[config.mk]
export PLATFORM = sky130hd
export DESIGN_NAME = dmem_req_sequencer
export DESIGN_NICKNAME = d
export VERILOG_FILES = /design/src/rtl/dmem_req_sequencer.sv
export SDC_FILE = /design/constraint.sdc
export NUM_CORES = 1
export LEC_CHECK = 0
export BUFFER_PORTS_ARGS = -buffer_cell sky130_fd_sc_hd__clkbuf_2
export CORE_AREA = 2 2 148 150
export CTS_BUF_LIST = sky130_fd_sc_hd__clkbuf_8 sky130_fd_sc_hd__clkbuf_16
export CTS_CLUSTER_SIZE = 24
export DETAILED_ROUTE_END_ITERATION = 10
export DIE_AREA = 0 0 150 152
export SLEW_MARGIN = 5
export SYNTH_ARGS = -nofsm -noshare
export SYNTH_HDL_FRONTEND = slang
export SYNTH_SLANG_ARGS = --single-unit
[constraint.sdc]
create_clock -name clk_i -period 2.2 [get_ports clk_i]
set_input_delay 0.44 -clock clk_i [delete_from_list [all_inputs] [get_ports clk_i]]
set_output_delay 0.44 -clock clk_i [all_outputs]
set_load 0.01 [all_outputs]
[src/rtl/dmem_req_sequencer.sv]
// Single-outstanding data-memory access sequencer between the EXE load/store unit and the dcache port.
// Optional response watchdog is enabled by defining DMEM_SEQ_TIMEOUT_EN.
module dmem_req_sequencer #(
  parameter int ADDR_W      = 40,
  parameter int TAG_W       = 8,
  parameter int MAX_RETRY   = 7,
  parameter int TIMEOUT_CYC = 255
) (
  input  logic              clk_i,
  input  logic              rst_i,
  input  logic              req_valid_i,
  output logic              req_ready_o,
  input  logic              req_store_i,
  input  logic [ADDR_W-1:0] req_addr_i,
  input  logic [63:0]       req_data_i,
  input  logic [1:0]        req_size_i,
  input  logic              kill_i,
  output logic              busy_o,
  output logic              dmem_req_valid_o,
  input  logic              dmem_req_ready_i,
  output logic              dmem_req_cmd_o,
  output logic [ADDR_W-1:0] dmem_req_addr_o,
  output logic [63:0]       dmem_req_data_o,
  output logic [1:0]        dmem_op_type_o,
  output logic [TAG_W-1:0]  dmem_req_tag_o,
  output logic              dmem_req_kill_o,
  input  logic              dmem_resp_valid_i,
  input  logic              dmem_resp_nack_i,
  input  logic [TAG_W-1:0]  dmem_resp_tag_i,
  input  logic [63:0]       dmem_resp_data_i,
  input  logic              dmem_xcpt_ma_i,
  input  logic              dmem_xcpt_pf_i,
  output logic              done_valid_o,
  output logic [1:0]        done_status_o,
  output logic [63:0]       done_data_o,
  output logic [3:0]        xcpt_cause_o
);

  localparam int RC_W = (MAX_RETRY > 0) ? $clog2(MAX_RETRY + 1) : 1;
  localparam logic [RC_W-1:0]  RC_MAX  = RC_W'(MAX_RETRY);
  localparam logic [RC_W-1:0]  RC_ONE  = {{(RC_W-1){1'b0}}, 1'b1};
  localparam logic [TAG_W-1:0] TAG_ONE = {{(TAG_W-1){1'b0}}, 1'b1};

  localparam logic [1:0] ST_OK    = 2'b00;
  localparam logic [1:0] ST_XCPT  = 2'b01;
  localparam logic [1:0] ST_RETRY = 2'b10;

  typedef enum logic [1:0] {
    S_IDLE  = 2'd0,
    S_ISSUE = 2'd1,
    S_WAIT  = 2'd2,
    S_RETRY = 2'd3
  } state_t;

  state_t            state_r, state_next_s;
  logic [TAG_W-1:0]  tag_r, tag_next_s;
  logic [RC_W-1:0]   retry_r, retry_next_s;
  logic              accept_s;
  logic              kill_next_s;
  logic              done_next_s;
  logic [1:0]        status_next_s;
  logic [63:0]       data_next_s;
  logic [3:0]        cause_next_s;
  logic              resp_tag_hit_s;
  logic              xcpt_hit_s;
  logic              nack_hit_s;
  logic              resp_hit_s;

  // Misaligned outranks page fault; the command picks the load or store code.
  function automatic logic [3:0] xcpt_code(input logic store, input logic ma);
    logic [3:0] code;
    case ({store, ma})
      2'b01:   code = 4'd4;
      2'b11:   code = 4'd6;
      2'b00:   code = 4'd13;
      2'b10:   code = 4'd15;
      default: code = 4'd0;
    endcase
    return code;
  endfunction

`ifdef DMEM_SEQ_TIMEOUT_EN
  localparam int WD_W = (TIMEOUT_CYC > 1) ? $clog2(TIMEOUT_CYC + 1) : 1;
  localparam logic [WD_W-1:0] WD_LAST = WD_W'(TIMEOUT_CYC - 1);
  localparam logic [WD_W-1:0] WD_ONE  = {{(WD_W-1){1'b0}}, 1'b1};
  logic [WD_W-1:0] wdog_r, wdog_next_s;
`else
  logic unused_timeout_s;
  assign unused_timeout_s = ^TIMEOUT_CYC;
`endif

  assign req_ready_o    = (state_r == S_IDLE) && !kill_i;
  assign busy_o         = (state_r != S_IDLE);
  assign dmem_req_tag_o = tag_r;

  assign resp_tag_hit_s = (dmem_resp_tag_i == tag_r);
  assign xcpt_hit_s     = resp_tag_hit_s && (dmem_xcpt_ma_i || dmem_xcpt_pf_i);
  assign nack_hit_s     = resp_tag_hit_s && dmem_resp_nack_i;
  assign resp_hit_s     = resp_tag_hit_s && dmem_resp_valid_i;

  // Next-state, counters and next values of every registered output.
  always_comb begin
    state_next_s  = state_r;
    tag_next_s    = tag_r;
    retry_next_s  = retry_r;
    accept_s      = 1'b0;
    kill_next_s   = 1'b0;
    done_next_s   = 1'b0;
    status_next_s = done_status_o;
    data_next_s   = done_data_o;
    cause_next_s  = xcpt_cause_o;
`ifdef DMEM_SEQ_TIMEOUT_EN
    wdog_next_s   = wdog_r;
`endif
    case (state_r)
      S_IDLE: begin
        if (req_valid_i && !kill_i) begin
          accept_s     = 1'b1;
          state_next_s = S_ISSUE;
          tag_next_s   = tag_r + TAG_ONE;
          retry_next_s = {RC_W{1'b0}};
        end else begin
          state_next_s = S_IDLE;
        end
      end
      S_ISSUE: begin
        // The dcache has not taken anything yet, so a flush needs no kill pulse.
        if (kill_i) begin
          state_next_s = S_IDLE;
        end else if (dmem_req_ready_i) begin
          state_next_s = S_WAIT;
`ifdef DMEM_SEQ_TIMEOUT_EN
          wdog_next_s  = {WD_W{1'b0}};
`endif
        end else begin
          state_next_s = S_ISSUE;
        end
      end
      S_WAIT: begin
        if (kill_i) begin
          kill_next_s  = 1'b1;
          tag_next_s   = tag_r + TAG_ONE;
          state_next_s = S_IDLE;
        end else if (xcpt_hit_s) begin
          done_next_s   = 1'b1;
          status_next_s = ST_XCPT;
          data_next_s   = 64'd0;
          cause_next_s  = xcpt_code(dmem_req_cmd_o, dmem_xcpt_ma_i);
          state_next_s  = S_IDLE;
        end else if (nack_hit_s) begin
          if (retry_r < RC_MAX) begin
            retry_next_s = retry_r + RC_ONE;
            state_next_s = S_RETRY;
          end else begin
            done_next_s   = 1'b1;
            status_next_s = ST_RETRY;
            data_next_s   = 64'd0;
            cause_next_s  = 4'd0;
            state_next_s  = S_IDLE;
          end
        end else if (resp_hit_s) begin
          done_next_s   = 1'b1;
          status_next_s = ST_OK;
          data_next_s   = dmem_req_cmd_o ? 64'd0 : dmem_resp_data_i;
          cause_next_s  = 4'd0;
          state_next_s  = S_IDLE;
`ifdef DMEM_SEQ_TIMEOUT_EN
        end else if (wdog_r == WD_LAST) begin
          // Watchdog expiry abandons the request under a fresh tag and counts as a retry.
          kill_next_s = 1'b1;
          tag_next_s  = tag_r + TAG_ONE;
          if (retry_r < RC_MAX) begin
            retry_next_s = retry_r + RC_ONE;
            state_next_s = S_RETRY;
          end else begin
            done_next_s   = 1'b1;
            status_next_s = ST_RETRY;
            data_next_s   = 64'd0;
            cause_next_s  = 4'd0;
            state_next_s  = S_IDLE;
          end
        end else begin
          wdog_next_s  = wdog_r + WD_ONE;
          state_next_s = S_WAIT;
        end
`else
        end else begin
          state_next_s = S_WAIT;
        end
`endif
      end
      S_RETRY: begin
        if (kill_i) begin
          state_next_s = S_IDLE;
        end else begin
          state_next_s = S_ISSUE;
        end
      end
      default: begin
        state_next_s = S_IDLE;
      end
    endcase
  end

  // State, counters, latched request fields and registered outputs.
  always_ff @(posedge clk_i) begin
    if (rst_i) begin
      state_r          <= S_IDLE;
      tag_r            <= {TAG_W{1'b0}};
      retry_r          <= {RC_W{1'b0}};
      dmem_req_valid_o <= 1'b0;
      dmem_req_cmd_o   <= 1'b0;
      dmem_req_addr_o  <= {ADDR_W{1'b0}};
      dmem_req_data_o  <= 64'd0;
      dmem_op_type_o   <= 2'b00;
      dmem_req_kill_o  <= 1'b0;
      done_valid_o     <= 1'b0;
      done_status_o    <= 2'b00;
      done_data_o      <= 64'd0;
      xcpt_cause_o     <= 4'd0;
`ifdef DMEM_SEQ_TIMEOUT_EN
      wdog_r           <= {WD_W{1'b0}};
`endif
    end else begin
      state_r          <= state_next_s;
      tag_r            <= tag_next_s;
      retry_r          <= retry_next_s;
      dmem_req_valid_o <= (state_next_s == S_ISSUE);
      dmem_req_kill_o  <= kill_next_s;
      done_valid_o     <= done_next_s;
      done_status_o    <= status_next_s;
      done_data_o      <= data_next_s;
      xcpt_cause_o     <= cause_next_s;
`ifdef DMEM_SEQ_TIMEOUT_EN
      wdog_r           <= wdog_next_s;
`endif
      if (accept_s) begin
        dmem_req_cmd_o  <= req_store_i;
        dmem_req_addr_o <= req_addr_i;
        dmem_req_data_o <= req_data_i;
        dmem_op_type_o  <= req_size_i;
      end else begin
        dmem_req_cmd_o  <= dmem_req_cmd_o;
        dmem_req_addr_o <= dmem_req_addr_o;
        dmem_req_data_o <= dmem_req_data_o;
        dmem_op_type_o  <= dmem_op_type_o;
      end
    end
  end

endmodule

==> results of run 1 <==
==> synth_stat cells, types with 5 or more instances <==
master       n
nor2_1      13
xnor2_1      8
clkbuf_1    47
o2bb2ai_1   64
inv_1       66
buf_2        6
a21oi_1    114
nand2b_1     5
dfxtp_1    191
nand2_1    223
nand3_1      5
nand4_1      5
==> registers in the layout, indices dropped and copies added, names as in the netlist <==
register,flops
dmem_req_addr_o,40
done_valid_o,1
dmem_req_data_o,64
done_data_o,64
dmem_req_tag_o,8
done_status_o,2
dmem_req_valid_o,1
retry_r,3
dmem_req_kill_o,1
state_r,2
dmem_req_cmd_o,1
xcpt_cause_o,2
dmem_op_type_o,2
==> layout make-up <==
| type | instances | share of cell area [%] |
|---|---|---|
| Tap cell | 280 | 3.57 |
| Timing Repair Buffer | 397 | 21.7 |
| Sequential cell | 191 | 39.0 |
| Inverter | 66 | 2.53 |
| Multi-Input combinational cell | 495 | 27.4 |
| Clock buffer | 17 | 4.34 |
| Clock inverter | 15 | 1.54 |
==> stage by stage <==
stage | power (uW) | cell area, um^2 | instances | hold slack, ps | setup slack, ps
3_3_place_gp | 4390 | 9230 | 1429 | 441 | 109
2_1_floorplan | 4010 | 6970 | 809 | 452 | 272
5_1_grt | 7630 | 9810 | 1461 | 193 | 86.6
6_report | 7300 | 9810 | 1461 | 222 | 205
4_1_cts | 7410 | 9810 | 1461 | 196 | 147
3_5_place_dp | 4400 | 9230 | 1429 | 445 | 62.7
==> worst register-to-register path, cell delays in order, from the launching register on <==
cell	delay, ps
dfxtp_1	400
or3b_4	430
nor3_2	340
a41oi_4	170
buf_12	230
o2bb2ai_1	230
==> power by group <==
group	total (uW)	leakage, uW	internal, uW	switching, uW
registers	3600	0.00155	3550	51.5
logic	703	0.00282	310	394
clock network	2990	0.000283	1510	1480
==> placed cells by master (no fill, tap or decap), types with 3 or more instances in the layout <==
master | Yosys | routed
or4_1 | 4 | 4
xnor2_1 | 8 | 8
and3_1 | 3 | 3
nand4b_1 | 3 | 3
clkinv_8 | 0 | 3
nand2_1 | 223 | 222
inv_8 | 0 | 3
clkinv_4 | 0 | 4
buf_12 | 0 | 7
xor2_1 | 4 | 4
nand4_1 | 5 | 5
o31ai_1 | 3 | 3
buf_4 | 3 | 14
nor2_1 | 13 | 13
mux2i_1 | 4 | 4
o2bb2ai_1 | 64 | 64
nand3_1 | 5 | 5
inv_1 | 66 | 67
a21oi_1 | 114 | 114
clkbuf_2 | 0 | 376
a211oi_1 | 3 | 3
dfxtp_1 | 191 | 191
nand2b_1 | 5 | 5
clkbuf_16 | 0 | 17
==> routing by layer <==
layer | global-route usage [%] | wire (um) | share of wire, % | vias to the layer above
li1 | - | - | - | 3402
met1 | 22.3 | 9130 | 43 | 3009
met2 | 30.7 | 9930 | 46 | 256
met3 | 6.64 | 1960 | 9.1 | 28
met4 | 6.20 | 417 | 1.9 | 0
met5 | 0 | 0 | 0 | -
==> logic make-up after synthesis <==
family / share of synthesized area (%)
AND/OR/NAND/NOR: 17.7
AO/OA/AOI/OAI: 17.8
flip-flops: 54.9
buffers and inverters: 7.00
XOR/XNOR: 1.51
multiplexers: 0.736
adder cells (fa/ha/maj): 0.359
==> final timing paths <==
check             slack [ps]                               end
hold / removal           220       done_data_o[7]$_SDFFE_PP0P_
hold reg to reg          450  dmem_req_data_o[11]$_SDFFE_PP0P_
setup / recovery         210                       req_ready_o
setup reg to reg         280      done_data_o[40]$_SDFFE_PP0P_
==> metrics.yaml, run 1 <==
setup_path:
  reg2reg_depth: 5
  max_stage_delay_ps: 390
  rr_startpoint: "state_r[1]$_SDFF_PP0_"
  slowest_stage: "nor3_1"
  crit_buf_inv: 2
  worstPathRequired_ps: 1760
  start_kind: "flip-flop"
  path_max_fanout: 7
  path_class: "reg2out"
  crit_arrival_ps: 1550
  path_cells: "buf_4 -> nor3_1 -> clkbuf_2"
  critPathTopFamily: "buffers and inverters"
  crit_start: "state_r[1]$_SDFF_PP0_"
  cp_num_cells: 3
  end_kind: "output pin"
logic_synthesis:
  syn_avg_cell_area_um2: 8.61
  syn_nets: 999
  synth_top_cell_by_area: "dfxtp_1"
  yosysUniqueCellTypes: 46
  synth_warnings: 0
  synth_cells: 809
  synth_seq_area_share_pct: 54.9
  ys_top_cells_by_area: "dfxtp_1 (55%), nand2_1 (12%), a21oi_1 (8.2%), o2bb2ai_1 (8.0%), inv_1 (3.6%)"
  yosysTopAreaCellShare_pct: 54.9
  synth_seq_cells: 191
  syn_area_um2: 6970
  synth-edff-count: 0
  synth-async-reset-ratio_pct: 0
  synth-main-ff-cell: "dfxtp_1"
floorplanning:
  dieArea_um2: 22800
  die_y_um: 152
  rows: 54
  coreArea_um2: 21400
  die_x_um: 150
  start_util_pct: 32.6
  io_pins: 378
final_layout:
  seq_area_um2: 3820
  fill_cells: 2207
  post-route-util_pct: 45.9
  drive_gt1_share_pct: 37.0
  final_nets: 1358
  diodes: 0
  multi_input_area_um2: 2680
  area_growth_pct: 40.7
timing:
  max_slew_margin_pct: 67.4
  worst_slew_pin_slew_ps: 488
  slew_viol_final: 0
  finalSetupViolCount: 0
  min_period_ps: 1990
  fin_skew_ps: 14.0
  hold_violations: 0
  fmax_mhz: 501
  rsz0062_at_grt: "no"
  period_share_pct: 90.7
  setup-tns-final_ps: 0
route:
  drt_iter0_markers: 306
  wl_um: 21400
  drc: 0
  num_vias: 6695
  dr.pass1.iters: 5
  ant_nets: 0
  vias_per_cell: 4.58
  avgRoutedWirePerCell_um: 14.7
power_and_ir_drop:
  powerDensity_nw_per_um2: 744
  irDropWorstVdd_uv: 431
  leakage_uw: 0.00466
placement:
  place_congestion: 0.785
  port_buffers: 377
  hpwlAfterDp_um: 15700
clocking:
  cts_sinks: 191
  cts-root-buf: "clkbuf_16"
  cts_resized: 0
  htree_num_levels: 4
  cts_hold_buf: 0
  cts_tree: "yes"
  clkLatencyLatePin_ps: 430
  post_cts_buffers: 0
  cts_buffers: 17
  clk_pin_slew_worst_paths_ps: 80
  clock_path_buffers: 2
min_path:
  hp-start: "dmem_resp_data_i[7]"
  hp-class: "in2reg"
  holdPathStages: 3
global_route:
  grt_overflow: 0
  first_global_vias: 6383
  grt_usage_pct: 18.6
  grt_max_degree: 65
  antenna_found_initial: 0
  grt_pass1_wl_um: 33600
flow_run:
  cap_violations: 0
outcome:
  status: "completed"
(Power assumes the default switching activity.)
==> inputs of run 2 (changes only) <==
--- a/config.mk
+++ b/config.mk
@@ -5,12 +5,14 @@
 export SDC_FILE = /design/constraint.sdc
 export NUM_CORES = 1
 export LEC_CHECK = 0
+export ABC_AREA = 1
 export BUFFER_PORTS_ARGS = -buffer_cell sky130_fd_sc_hd__clkbuf_2
-export CORE_AREA = 2 2 148 150
+export CORE_AREA = 2 2 145 147
 export CTS_BUF_LIST = sky130_fd_sc_hd__clkbuf_8 sky130_fd_sc_hd__clkbuf_16
 export CTS_CLUSTER_SIZE = 24
 export DETAILED_ROUTE_END_ITERATION = 10
-export DIE_AREA = 0 0 150 152
+export DIE_AREA = 0 0 147 149
+export PLACE_DENSITY = 0.68
 export SLEW_MARGIN = 5
 export SYNTH_ARGS = -nofsm -noshare
 export SYNTH_HDL_FRONTEND = slang
==> metrics.yaml, run 2 <==
floorplanning:
  die_y_um: 149
  dieArea_um2: 21900
  coreArea_um2: 20600
  rows: 53
  io_pins: 378
  start_util_pct: 37.6
  die_x_um: 147
setup_path:
  slowest_stage: "dfxtp_1"
  end_kind: "flip-flop"
  path_cells: "inv_1 -> nand2_1 -> nand2_1 -> nor2_1 -> nand2_1 -> nor2_8 -> nand2_1 -> nand3_2 -> nand3_4 -> nor2_4 -> buf_12 -> buf_4 -> nand2_1 -> nand2_1"
  timing.critical_path.mode_cell: "nand2_1"
  max_stage_delay_ps: 460
  start_kind: "flip-flop"
  crit_start: "dmem_req_tag_o[4]$_SDFFE_PP0P_"
  crit_arrival_ps: 2410
  path_max_fanout: 25
  path_class: "reg2reg"
  worstPathRequired_ps: 2570
  rr_startpoint: "dmem_req_tag_o[4]$_SDFFE_PP0P_"
logic_synthesis:
  synth_cells: 1067
  synth-async-reset-ratio_pct: 0
  synth.cells.most_frequent: "nor2_1 (297), dfxtp_1 (191), nand2_1 (137)"
  ys_top_cells_by_area: "dfxtp_1 (49%), nor2_1 (14%), o21ai_0 (7.2%), nand2_1 (6.7%), nand3_1 (4.8%)"
  synth_warnings: 0
  synth_seq_area_share_pct: 49.5
  yosysMostFrequentCell: "nor2_1"
  syn_nets: 1257
  synth-main-ff-cell: "dfxtp_1"
  synth_top_cell_by_area: "dfxtp_1"
  yosysTopAreaCellShare_pct: 49.5
  yosysUniqueCellTypes: 28
  syn_area_um2: 7730
  synth_seq_cells: 191
  syn_avg_cell_area_um2: 7.24
  synth-edff-count: 0
clocking:
  post_cts_buffers: 0
  cts-root-buf: "clkbuf_16"
  clock_path_buffers: 2
  clk_pin_slew_worst_paths_ps: 80
  clkLatencyLatePin_ps: 430
  cts_tree: "yes"
  cts_sinks: 191
  cts_buffers: 17
  htree_num_levels: 4
  cts_hold_buf: 0
route:
  dr.pass1.iters: 4
  vias_per_cell: 4.55
  avgRoutedWirePerCell_um: 13.1
  drt_iter0_markers: 394
  drc: 0
  wl_um: 22400
  num_vias: 7742
  ant_nets: 0
final_layout:
  layout_commonest_cell: "clkbuf_2"
  final_cells: 1703
  post-route-util_pct: 50.8
  fill_cells: 2055
  top_regs: "dmem_req_data_o x64, done_data_o x64, dmem_req_addr_o x40"
  drive_gt1_share_pct: 34.8
  final_nets: 1605
  layout_common_cells: "clkbuf_2 (377), nor2_1 (297), dfxtp_1 (189)"
  area_growth_pct: 35.1
placement:
  hpwlAfterDp_um: 15600
  place_congestion: 0.811
  port_buffers: 377
  placed_cells: 1671
  dp_slack_ps: -19.9
power_and_ir_drop:
  leakage_uw: 0.00573
  powerDensity_nw_per_um2: 735
  irDropWorstVdd_uv: 488
timing:
  timing.final.ws_setup_ps: 166
  hold_violations: 0
  fin_skew_ps: 10.9
  worst_slew_pin_slew_ps: 995
  period_share_pct: 92.4
  fmax_mhz: 492
  slew_viol_final: 0
  rsz0062_at_grt: "no"
  min_period_ps: 2030
  finalSetupViolCount: 0
  max_slew_margin_pct: 33.7
global_route:
  antenna_found_initial: 1
  grt_max_degree: 108
  grt_pass1_wl_um: 35700
  grt_overflow: 0
  first_global_vias: 7168
  grt_usage_pct: 20.0
min_path:
  hp-class: "in2reg"
  hp-start: "req_addr_i[24]"
flow_run:
  cap_violations: 0
outcome:
  status: "completed"
==> run 2: cell types whose count changed in the layout (fill, tap and decap cells not counted), sizes merged, moves of 5 or more <==
cell	before	now
o21ai	2	111
a21oi	114	15
inv	72	107
nor2	13	302
nand3	5	76
o2bb2ai	64	0
nand2b	5	0
nand2	223	189
xnor2	8	3
==> run 2: where the power goes <==
group / internal [uW] / total, uW / leakage (uW) / switching (uW)
sequential: 3600 / 3680 / 0.00156 / 75.6
clock: 1630 / 3140 / 0.000294 / 1510
combinational: 351 / 861 / 0.00388 / 510
==> run 2: worst paths after layout <==
path	endpoint	slack, ps	cells after the start
max reg2reg	done_data_o[60]$_SDFFE_PP0P_	170	14
min reg2reg	xcpt_cause_o[1]$_SDFFE_PP0P_	470	2
max	done_data_o[60]$_SDFFE_PP0P_	170	14
min	dmem_req_addr_o[24]$_SDFFE_PP0P_	220	3
==> run 2: layout make-up <==
type | instances | area (um^2) | share of cell area [%]
Inverter | 101 | 383 | 3.67
Clock inverter | 14 | 175 | 1.68
Multi-Input combinational cell | 709 | 3160 | 30.3
Antenna cell | 1 | 2.50 | 0.0240
Timing Repair Buffer | 395 | 2130 | 20.4
Clock buffer | 17 | 425 | 4.07
Sequential cell | 191 | 3830 | 36.6
Tap cell | 275 | 344 | 3.29
==> run 2: per-layer routing <==
metal  part of all wire (%)  track usage (%)
met1                     42             24.8
met2                     48             33.0
met3                    7.9             6.18
met4                    2.0             7.12
met5                      0                0
==> run 2: cell families (layout without fill, tap and decap cells) <==
kind of cell | count (synthesis) | count (layout) | share of synthesized area [%]
compound gates | 127 | 127 | 8.24
xor+xnor | 3 | 3 | 0.340
fa+ha+maj | 2 | 2 | 0.324
buf+inv | 167 | 527 | 9.68
flops | 191 | 191 | 49.5
other cells | 0 | 1 | 0
simple gates | 577 | 577 | 31.9
==> run 2: critical path, delay by kind of cell, from the launching register on <==
family / cells / cell delay [ps]
flip-flops: 1 / 460
AND/OR/NAND/NOR: 11 / 1020
buffers and inverters: 3 / 490
==> run 2: what timing repair did <==
item / in CTS / in global routing
gates resized for setup: 0 / 3
endpoints found under the hold margin: 0 / 0
setup endpoints to repair: 0 / 77
==> run 2: through the flow <==
step	TNS, ps	instance area [um^2]	power [uW]	hold slack (ps)
after floorplan	0	7730	4190	451
after global placement	0	9830	4620	453
after detailed placement	-45.6	9830	4620	456
after CTS	0	10400	7770	206
after global routing	0	10400	8040	203
final	0	10400	7680	225
